File: config.mk
export PLATFORM = sky130hd
export DESIGN_NAME = ddr3_axi_arb2
export DESIGN_NICKNAME = d
export VERILOG_FILES = /design/src/rtl/ddr3_axi_arb2_pkg.sv /design/src/rtl/ddr3_axi_arb2_rr_addr_arb.sv /design/src/rtl/ddr3_axi_arb2.sv
export SDC_FILE = /design/constraint.sdc
export NUM_CORES = 1
export LEC_CHECK = 0
export BUFFER_PORTS_ARGS = -buffer_cell sky130_fd_sc_hd__buf_4
export CAP_MARGIN = 5
export CORE_AREA = 2 2 186 188
export CTS_BUF_LIST = sky130_fd_sc_hd__clkbuf_4 sky130_fd_sc_hd__clkbuf_8
export DETAILED_ROUTE_END_ITERATION = 10
export DIE_AREA = 0 0 188 190
export PLACE_DENSITY = 0.55
export SKIP_CTS_REPAIR_TIMING = 1
export SLEW_MARGIN = 20
export SYNTH_ARGS = -nofsm -noshare
export SYNTH_HDL_FRONTEND = slang
export SYNTH_HIERARCHICAL = 1
export SYNTH_SLANG_ARGS = --single-unit
File: constraint.sdc
create_clock -name mem_clock -period 5.43 [get_ports mem_clock]
set_input_delay 0.8145 -clock mem_clock [delete_from_list [all_inputs] [get_ports mem_clock]]
set_output_delay 0.8145 -clock mem_clock [all_outputs]
set_load 0.005 [all_outputs]
File: src/rtl/ddr3_axi_arb2_pkg.sv
// Shared AXI encodings and defaults for the two-requester DDR3 port arbiter.
package ddr3_axi_arb2_pkg;

  localparam logic [1:0] BURST_FIXED = 2'b00;
  localparam logic [1:0] BURST_INCR  = 2'b01;
  localparam logic [1:0] BURST_WRAP  = 2'b10;

  localparam logic [1:0] RESP_OKAY   = 2'b00;
  localparam logic [1:0] RESP_SLVERR = 2'b10;

  localparam int unsigned ID_W_DEFAULT   = 4;
  localparam int unsigned ADDR_W_DEFAULT = 28;

  typedef enum logic {
    REQ_S0 = 1'b0,
    REQ_S1 = 1'b1
  } req_e;

  function automatic req_e other_req(input req_e r);
    return (r == REQ_S0) ? REQ_S1 : REQ_S0;
  endfunction

endpackage

File: src/rtl/ddr3_axi_arb2_rr_addr_arb.sv
// Two-way round-robin address-channel arbiter with a one-deep output register.
module axi_rr_addr_arb
  import ddr3_axi_arb2_pkg::*;
#(
  parameter int unsigned FW = 8
) (
  input  logic          clk,
  input  logic          rst,
  input  logic [1:0]    s_valid,
  output logic [1:0]    s_ready,
  input  logic [2*FW-1:0] s_fields,
  input  logic          block,
  output logic          m_valid,
  input  logic          m_ready,
  output logic [FW-1:0] m_fields,
  output logic          m_idx,
  output logic          grant,
  output logic          grant_idx
);

  req_e          ptr_q, ptr_d;
  req_e          gnt_sel;
  logic          m_valid_q, m_valid_d;
  logic [FW-1:0] fields_q, fields_d;
  logic          idx_q, idx_d;
  logic          open;

  always_comb begin
    open      = (!m_valid_q || m_ready) && !block && !rst;
    gnt_sel   = (s_valid == 2'b11) ? ptr_q : (s_valid[1] ? REQ_S1 : REQ_S0);
    grant     = open && (s_valid != 2'b00);
    grant_idx = gnt_sel;
    s_ready   = '0;
    if (grant) s_ready = (gnt_sel == REQ_S1) ? 2'b10 : 2'b01;

    // Pointer only advances when both requesters contended for the slot.
    ptr_d = ptr_q;
    if (grant && s_valid == 2'b11) ptr_d = other_req(ptr_q);

    m_valid_d = m_valid_q;
    fields_d  = fields_q;
    idx_d     = idx_q;
    if (grant) begin
      m_valid_d = 1'b1;
      fields_d  = (gnt_sel == REQ_S1) ? s_fields[2*FW-1:FW] : s_fields[FW-1:0];
      idx_d     = gnt_sel;
    end else if (m_ready) begin
      m_valid_d = 1'b0;
    end
  end

  always_ff @(posedge clk or posedge rst) begin
    if (rst) begin
      ptr_q     <= REQ_S0;
      m_valid_q <= 1'b0;
      fields_q  <= '0;
      idx_q     <= 1'b0;
    end else begin
      ptr_q     <= ptr_d;
      m_valid_q <= m_valid_d;
      fields_q  <= fields_d;
      idx_q     <= idx_d;
    end
  end

  assign m_valid  = m_valid_q;
  assign m_fields = fields_q;
  assign m_idx    = idx_q;

endmodule

File: src/rtl/ddr3_axi_arb2.sv
// Shares the single DDR3 controller AXI port between two requesters (S0, S1).
module ddr3_axi_arb2
  import ddr3_axi_arb2_pkg::*;
#(
  parameter int unsigned DATA_WIDTH    = 32,
  parameter int unsigned STROBES       = DATA_WIDTH / 8,
  parameter int unsigned ADDRESS_WIDTH = ADDR_W_DEFAULT,
  parameter int unsigned ID_WIDTH      = ID_W_DEFAULT,
  parameter int unsigned WFIFO_DEPTH   = 4
) (
  input  logic                         mem_clock,
  input  logic                         mem_reset,
  input  logic [1:0]                   s_awvalid,
  output logic [1:0]                   s_awready,
  input  logic [2*ADDRESS_WIDTH-1:0]   s_awaddr,
  input  logic [2*(ID_WIDTH-1)-1:0]    s_awid,
  input  logic [15:0]                  s_awlen,
  input  logic [3:0]                   s_awburst,
  input  logic [1:0]                   s_wvalid,
  output logic [1:0]                   s_wready,
  input  logic [1:0]                   s_wlast,
  input  logic [2*STROBES-1:0]         s_wstrb,
  input  logic [2*DATA_WIDTH-1:0]      s_wdata,
  output logic [1:0]                   s_bvalid,
  input  logic [1:0]                   s_bready,
  output logic [1:0]                   s_bresp,
  output logic [ID_WIDTH-2:0]          s_bid,
  input  logic [1:0]                   s_arvalid,
  output logic [1:0]                   s_arready,
  input  logic [2*ADDRESS_WIDTH-1:0]   s_araddr,
  input  logic [2*(ID_WIDTH-1)-1:0]    s_arid,
  input  logic [15:0]                  s_arlen,
  input  logic [3:0]                   s_arburst,
  output logic [1:0]                   s_rvalid,
  input  logic [1:0]                   s_rready,
  output logic                         s_rlast,
  output logic [1:0]                   s_rresp,
  output logic [ID_WIDTH-2:0]          s_rid,
  output logic [DATA_WIDTH-1:0]        s_rdata,
  output logic                         m_awvalid,
  input  logic                         m_awready,
  output logic [ADDRESS_WIDTH-1:0]     m_awaddr,
  output logic [ID_WIDTH-1:0]          m_awid,
  output logic [7:0]                   m_awlen,
  output logic [1:0]                   m_awburst,
  output logic                         m_wvalid,
  input  logic                         m_wready,
  output logic                         m_wlast,
  output logic [STROBES-1:0]           m_wstrb,
  output logic [DATA_WIDTH-1:0]        m_wdata,
  input  logic                         m_bvalid,
  output logic                         m_bready,
  input  logic [1:0]                   m_bresp,
  input  logic [ID_WIDTH-1:0]          m_bid,
  output logic                         m_arvalid,
  input  logic                         m_arready,
  output logic [ADDRESS_WIDTH-1:0]     m_araddr,
  output logic [ID_WIDTH-1:0]          m_arid,
  output logic [7:0]                   m_arlen,
  output logic [1:0]                   m_arburst,
  input  logic                         m_rvalid,
  output logic                         m_rready,
  input  logic                         m_rlast,
  input  logic [1:0]                   m_rresp,
  input  logic [ID_WIDTH-1:0]          m_rid,
  input  logic [DATA_WIDTH-1:0]        m_rdata
);

  localparam int unsigned SIW = ID_WIDTH - 1;
  localparam int unsigned FW  = SIW + ADDRESS_WIDTH + 8 + 2;
  localparam int unsigned PW  = $clog2(WFIFO_DEPTH);

  logic [2*FW-1:0] aw_fields, ar_fields;
  logic [FW-1:0]   aw_m_fields, ar_m_fields;
  logic [SIW-1:0]  aw_id_lo, ar_id_lo;
  logic            aw_m_idx, ar_m_idx;
  logic            aw_grant, aw_grant_idx;
  logic            ar_grant, ar_grant_idx;

  logic            fifo_q [WFIFO_DEPTH];
  logic            fifo_d [WFIFO_DEPTH];
  logic [PW-1:0]   wr_ptr_q, wr_ptr_d, rd_ptr_q, rd_ptr_d;
  logic [PW:0]     cnt_q, cnt_d;
  logic            wfifo_full, wfifo_empty, head, push, pop;

  always_comb begin
    aw_fields = '0;
    ar_fields = '0;
    for (int unsigned i = 0; i < 2; i++) begin
      aw_fields[i*FW +: FW] = {s_awid[i*SIW +: SIW], s_awaddr[i*ADDRESS_WIDTH +: ADDRESS_WIDTH],
                               s_awlen[i*8 +: 8], s_awburst[i*2 +: 2]};
      ar_fields[i*FW +: FW] = {s_arid[i*SIW +: SIW], s_araddr[i*ADDRESS_WIDTH +: ADDRESS_WIDTH],
                               s_arlen[i*8 +: 8], s_arburst[i*2 +: 2]};
    end
  end

  axi_rr_addr_arb #(.FW(FW)) u_aw_arb (
    .clk       (mem_clock),
    .rst       (mem_reset),
    .s_valid   (s_awvalid),
    .s_ready   (s_awready),
    .s_fields  (aw_fields),
    .block     (wfifo_full),
    .m_valid   (m_awvalid),
    .m_ready   (m_awready),
    .m_fields  (aw_m_fields),
    .m_idx     (aw_m_idx),
    .grant     (aw_grant),
    .grant_idx (aw_grant_idx)
  );

  axi_rr_addr_arb #(.FW(FW)) u_ar_arb (
    .clk       (mem_clock),
    .rst       (mem_reset),
    .s_valid   (s_arvalid),
    .s_ready   (s_arready),
    .s_fields  (ar_fields),
    .block     (1'b0),
    .m_valid   (m_arvalid),
    .m_ready   (m_arready),
    .m_fields  (ar_m_fields),
    .m_idx     (ar_m_idx),
    .grant     (ar_grant),
    .grant_idx (ar_grant_idx)
  );

  assign {aw_id_lo, m_awaddr, m_awlen, m_awburst} = aw_m_fields;
  assign {ar_id_lo, m_araddr, m_arlen, m_arburst} = ar_m_fields;
  assign m_awid = {aw_m_idx, aw_id_lo};
  assign m_arid = {ar_m_idx, ar_id_lo};

  // Grant-order FIFO: W beats follow the order in which AWs were accepted.
  always_comb begin
    wfifo_full  = (cnt_q == (PW+1)'(WFIFO_DEPTH));
    wfifo_empty = (cnt_q == '0);
    head        = fifo_q[rd_ptr_q];

    m_wvalid = 1'b0;
    s_wready = '0;
    m_wdata  = head ? s_wdata[2*DATA_WIDTH-1:DATA_WIDTH] : s_wdata[DATA_WIDTH-1:0];
    m_wstrb  = head ? s_wstrb[2*STROBES-1:STROBES]       : s_wstrb[STROBES-1:0];
    m_wlast  = head ? s_wlast[1] : s_wlast[0];
    if (!wfifo_empty && !mem_reset) begin
      m_wvalid       = s_wvalid[head];
      s_wready[head] = m_wready;
    end

    push = aw_grant;
    pop  = m_wvalid && m_wready && m_wlast;

    fifo_d   = fifo_q;
    wr_ptr_d = wr_ptr_q;
    rd_ptr_d = rd_ptr_q;
    cnt_d    = cnt_q;
    if (push) begin
      fifo_d[wr_ptr_q] = aw_grant_idx;
      wr_ptr_d         = wr_ptr_q + PW'(1);
    end
    if (pop) rd_ptr_d = rd_ptr_q + PW'(1);
    if (push && !pop)      cnt_d = cnt_q + (PW+1)'(1);
    else if (pop && !push) cnt_d = cnt_q - (PW+1)'(1);
  end

  always_ff @(posedge mem_clock or posedge mem_reset) begin
    if (mem_reset) begin
      for (int unsigned i = 0; i < WFIFO_DEPTH; i++) fifo_q[i] <= 1'b0;
      wr_ptr_q <= '0;
      rd_ptr_q <= '0;
      cnt_q    <= '0;
    end else begin
      fifo_q   <= fifo_d;
      wr_ptr_q <= wr_ptr_d;
      rd_ptr_q <= rd_ptr_d;
      cnt_q    <= cnt_d;
    end
  end

  always_comb begin
    s_bvalid = '0;
    s_rvalid = '0;
    if (!mem_reset) begin
      s_bvalid[m_bid[ID_WIDTH-1]] = m_bvalid;
      s_rvalid[m_rid[ID_WIDTH-1]] = m_rvalid;
    end
    m_bready = !mem_reset && s_bready[m_bid[ID_WIDTH-1]];
    m_rready = !mem_reset && s_rready[m_rid[ID_WIDTH-1]];
    s_bid    = m_bid[SIW-1:0];
    s_bresp  = m_bresp;
    s_rid    = m_rid[SIW-1:0];
    s_rresp  = m_rresp;
    s_rlast  = m_rlast;
    s_rdata  = m_rdata;
  end

endmodule

==> impl_metrics.py <==
metrics = {
    "worst_hold_path": {
        "min_from": "cnt_q[2]$_DFFE_PP0P_",
        "hold_class": "reg -> reg",
        "whs_path_depth": 1,
        "worstHoldEndpoint": "cnt_q[2]$_DFFE_PP0P_",
    },
    "synthesis": {
        "synthTopCellsByArea": "dfrtp_1, a31oi_1, o211ai_1",
        "ys_seq_area_frac": 0.379,
        "synth_most_common_cell": "a31oi_1",
        "yosys.area.top_type": "dfrtp_1",
        "synth_seq_cells": 99,
        "yosys_most_used_dff": "dfrtp_1",
        "ys_warn_count": 6,
        "synth_nets": 992,
        "async_flop_share": 1.00,
        "syn_area_per_cell_um2": 9.52,
        "syn_inst": 686,
        "syn_area_mm2": 0.00653,
        "synth_edf_count": 0,
        "yosysTopAreaCellShare": 0.379,
        "ys_types": 35,
        "synthTopCellsByCount": "a31oi_1, dfrtp_1, o21ai_0",
    },
    "drt": {
        "wl_met2_um": 12400,
        "vias": 6899,
        "drc": 0,
        "wl_met1_um": 11800,
        "wirelength_um": 27500,
        "detail_route.iter0.violations": 356,
        "top_layer": "met4",
        "antenna_left": 0,
        "wl_met3_um": 2430,
        "wl_per_cell_um": 19.2,
        "viasPerCell": 4.82,
        "drt_first_pass_iters": 4,
    },
    "global_route": {
        "grt_max_degree": 51,
        "grt_first_pass_wirelength_um": 40700,
        "first_global_vias": 6757,
        "grt_overflow": 0,
        "antenna_found_initial": 0,
        "grt.total_usage": 0.146,
    },
    "floorplanning": {
        "start_util": 0.192,
        "rows": 68,
        "io_pins": 479,
        "die_w_um": 188,
        "die-area_mm2": 0.0357,
        "core-area_mm2": 0.0339,
        "die_h_um": 190,
    },
    "worst_setup_path": {
        "rr_endpoint": "cnt_q[2]$_DFFE_PP0P_",
        "worstPathMaxFanout": 44,
        "reg2reg_slack_ns": 2.34,
        "end_kind": "primary output",
        "path_class": "in -> out",
        "crit_buf_inv": 2,
        "reg2reg_depth": 11,
        "reg2reg_from": "cnt_q[2]$_DFFE_PP0P_",
        "critPathLaunchType": "input port",
        "crit_arrival_ns": 2.64,
        "critPathTopFamily": "simple AND/OR/NAND/NOR gates",
        "path_cells": "buf_4 -> or2_2 -> nand3_2 -> nor3_1 -> buf_4",
        "critPathRequiredTime_ns": 4.62,
        "critical_path.max_stage_delay_ns": 0.81,
        "cp_slowest_cell": "or2_2",
        "crit_top_cell": "buf_4",
    },
    "timing": {
        "worstMarginPinSlew_ns": 0.934,
        "setup_viol": 0,
        "fin_crit_sh": 0.636,
        "final.setup.tns_ns": 0,
        "fmax_ghz": 0.290,
        "hold_viol": 0,
        "maxSlewHeadroom": 0.377,
        "fin_crit_ns": 3.45,
        "rsz0062_at_grt": "no",
        "slew_viol_final": 0,
        "finClkSkew_ns": 0.0126,
    },
    "layout": {
        "nets": 1278,
        "layout-drive-gt1-share": 0.492,
        "num_antenna_cells": 0,
        "synthToLayoutAreaGrowth_pct": 46.3,
    },
    "clock_network": {
        "htreeDepth": 3,
        "cts-root-buf": "clkbuf_8",
        "path_clk_slew_ns": 0.09,
        "clock-sinks": 99,
        "cts_buffer_depth": 2,
        "cts_tree": "yes",
        "numCtsBuffers": 9,
        "insertion_delay_ns": 0.39,
    },
    "placed_design": {
        "port_buffers": 392,
        "place.gp.congestion": 0.774,
        "dp.final_hpwl_um": 20000,
    },
    "outcome": {
        "status": "completed",
    },
    "pwr": {
        "leakage_nw": 4.13,
        "ir_drop_mv": 0.163,
        "fin_total_pwr_mw": 3.79,
        "power_density_mw_per_mm2": 397,
    },
    "flow_run": {
        "maxCapViolCount": 0,
    },
}
[flip-flops by register name, indices dropped and copies added, names as in the netlist, 2 cells and up]
signal             cells
u_aw_arb/m_fields     41
fifo_q                 4
cnt_q                  3
wr_ptr_q               2
rd_ptr_q               2
u_ar_arb/m_fields     41
[cells by family after synthesis]
group,count (synthesis),share of synthesized area
XOR/XNOR,7,0.00939
other,1,0.000574
buffers and inverters,142,0.129
AO/OA/AOI/OAI,333,0.319
AND/OR/NAND/NOR,47,0.0389
adder cells (fa/ha/maj),6,0.0126
flip-flops,99,0.379
multiplexers,51,0.111
[worst max path at each step]
stage	startpoint	endpoint	slack (ns)	cells after the start
floorplan	s_awvalid[1]	cnt_q[1]$_DFFE_PP0P_	2.83	10
global placement	mem_reset	cnt_q[2]$_DFFE_PP0P_	1.96	11
detailed placement	mem_reset	cnt_q[2]$_DFFE_PP0P_	1.95	11
CTS	rd_ptr_q[0]$_DFFE_PP0P_	m_wstrb[0]	1.97	4
global route	s_arvalid[1]	s_arready[1]	1.83	5
finish	s_arvalid[1]	s_arready[1]	1.98	5
[layout make-up]
cell class,instances,area [um2]
well taps,455,569
flip-flops and latches,99,2480
clock inverters,5,35.0
multi-input cells,445,3220
inverters,12,52.6
clock buffers,11,151
repair buffers,405,3040
fillers,3620,24400
[cell usage in the layout (no fill, tap or decap), types with 7 or more instances in the layout]
master	Yosys	final
buf_4	45	405
o211ai_1	82	82
o21ai_0	83	83
a31oi_1	165	165
clkbuf_8	0	11
mux2_2	7	7
nor2_1	9	9
inv_1	10	8
mux2_4	39	39
dfrtp_1	99	99
nand2_1	12	12
[power by group]
group          switching (mW)  internal [mW]  total, mW
logic                   0.966           1.14       2.10
clock network           0.287          0.194      0.481
registers               0.199           1.01       1.21
[metrics by stage]
stage	cell area [um2]	std cells	utilization	setup WS, ns	hold slack (ns)
4_1_cts	9550	1432	0.281	1.97	0.505
3_3_place_gp	9360	1416	0.276	1.96	0.468
3_5_place_dp	9360	1416	0.276	1.95	0.486
2_1_floorplan	6530	686	-	2.83	0.447
5_1_grt	9550	1432	0.281	1.83	0.531
6_report	9550	1432	0.281	1.98	0.505
[layer usage]
metal,track usage,vias to the layer above
met2,0.214,389
met1,0.198,3293
met3,0.0448,49
li1,-,3168
met5,0,-
met4,0.0566,0
(Power assumes the default switching activity.)
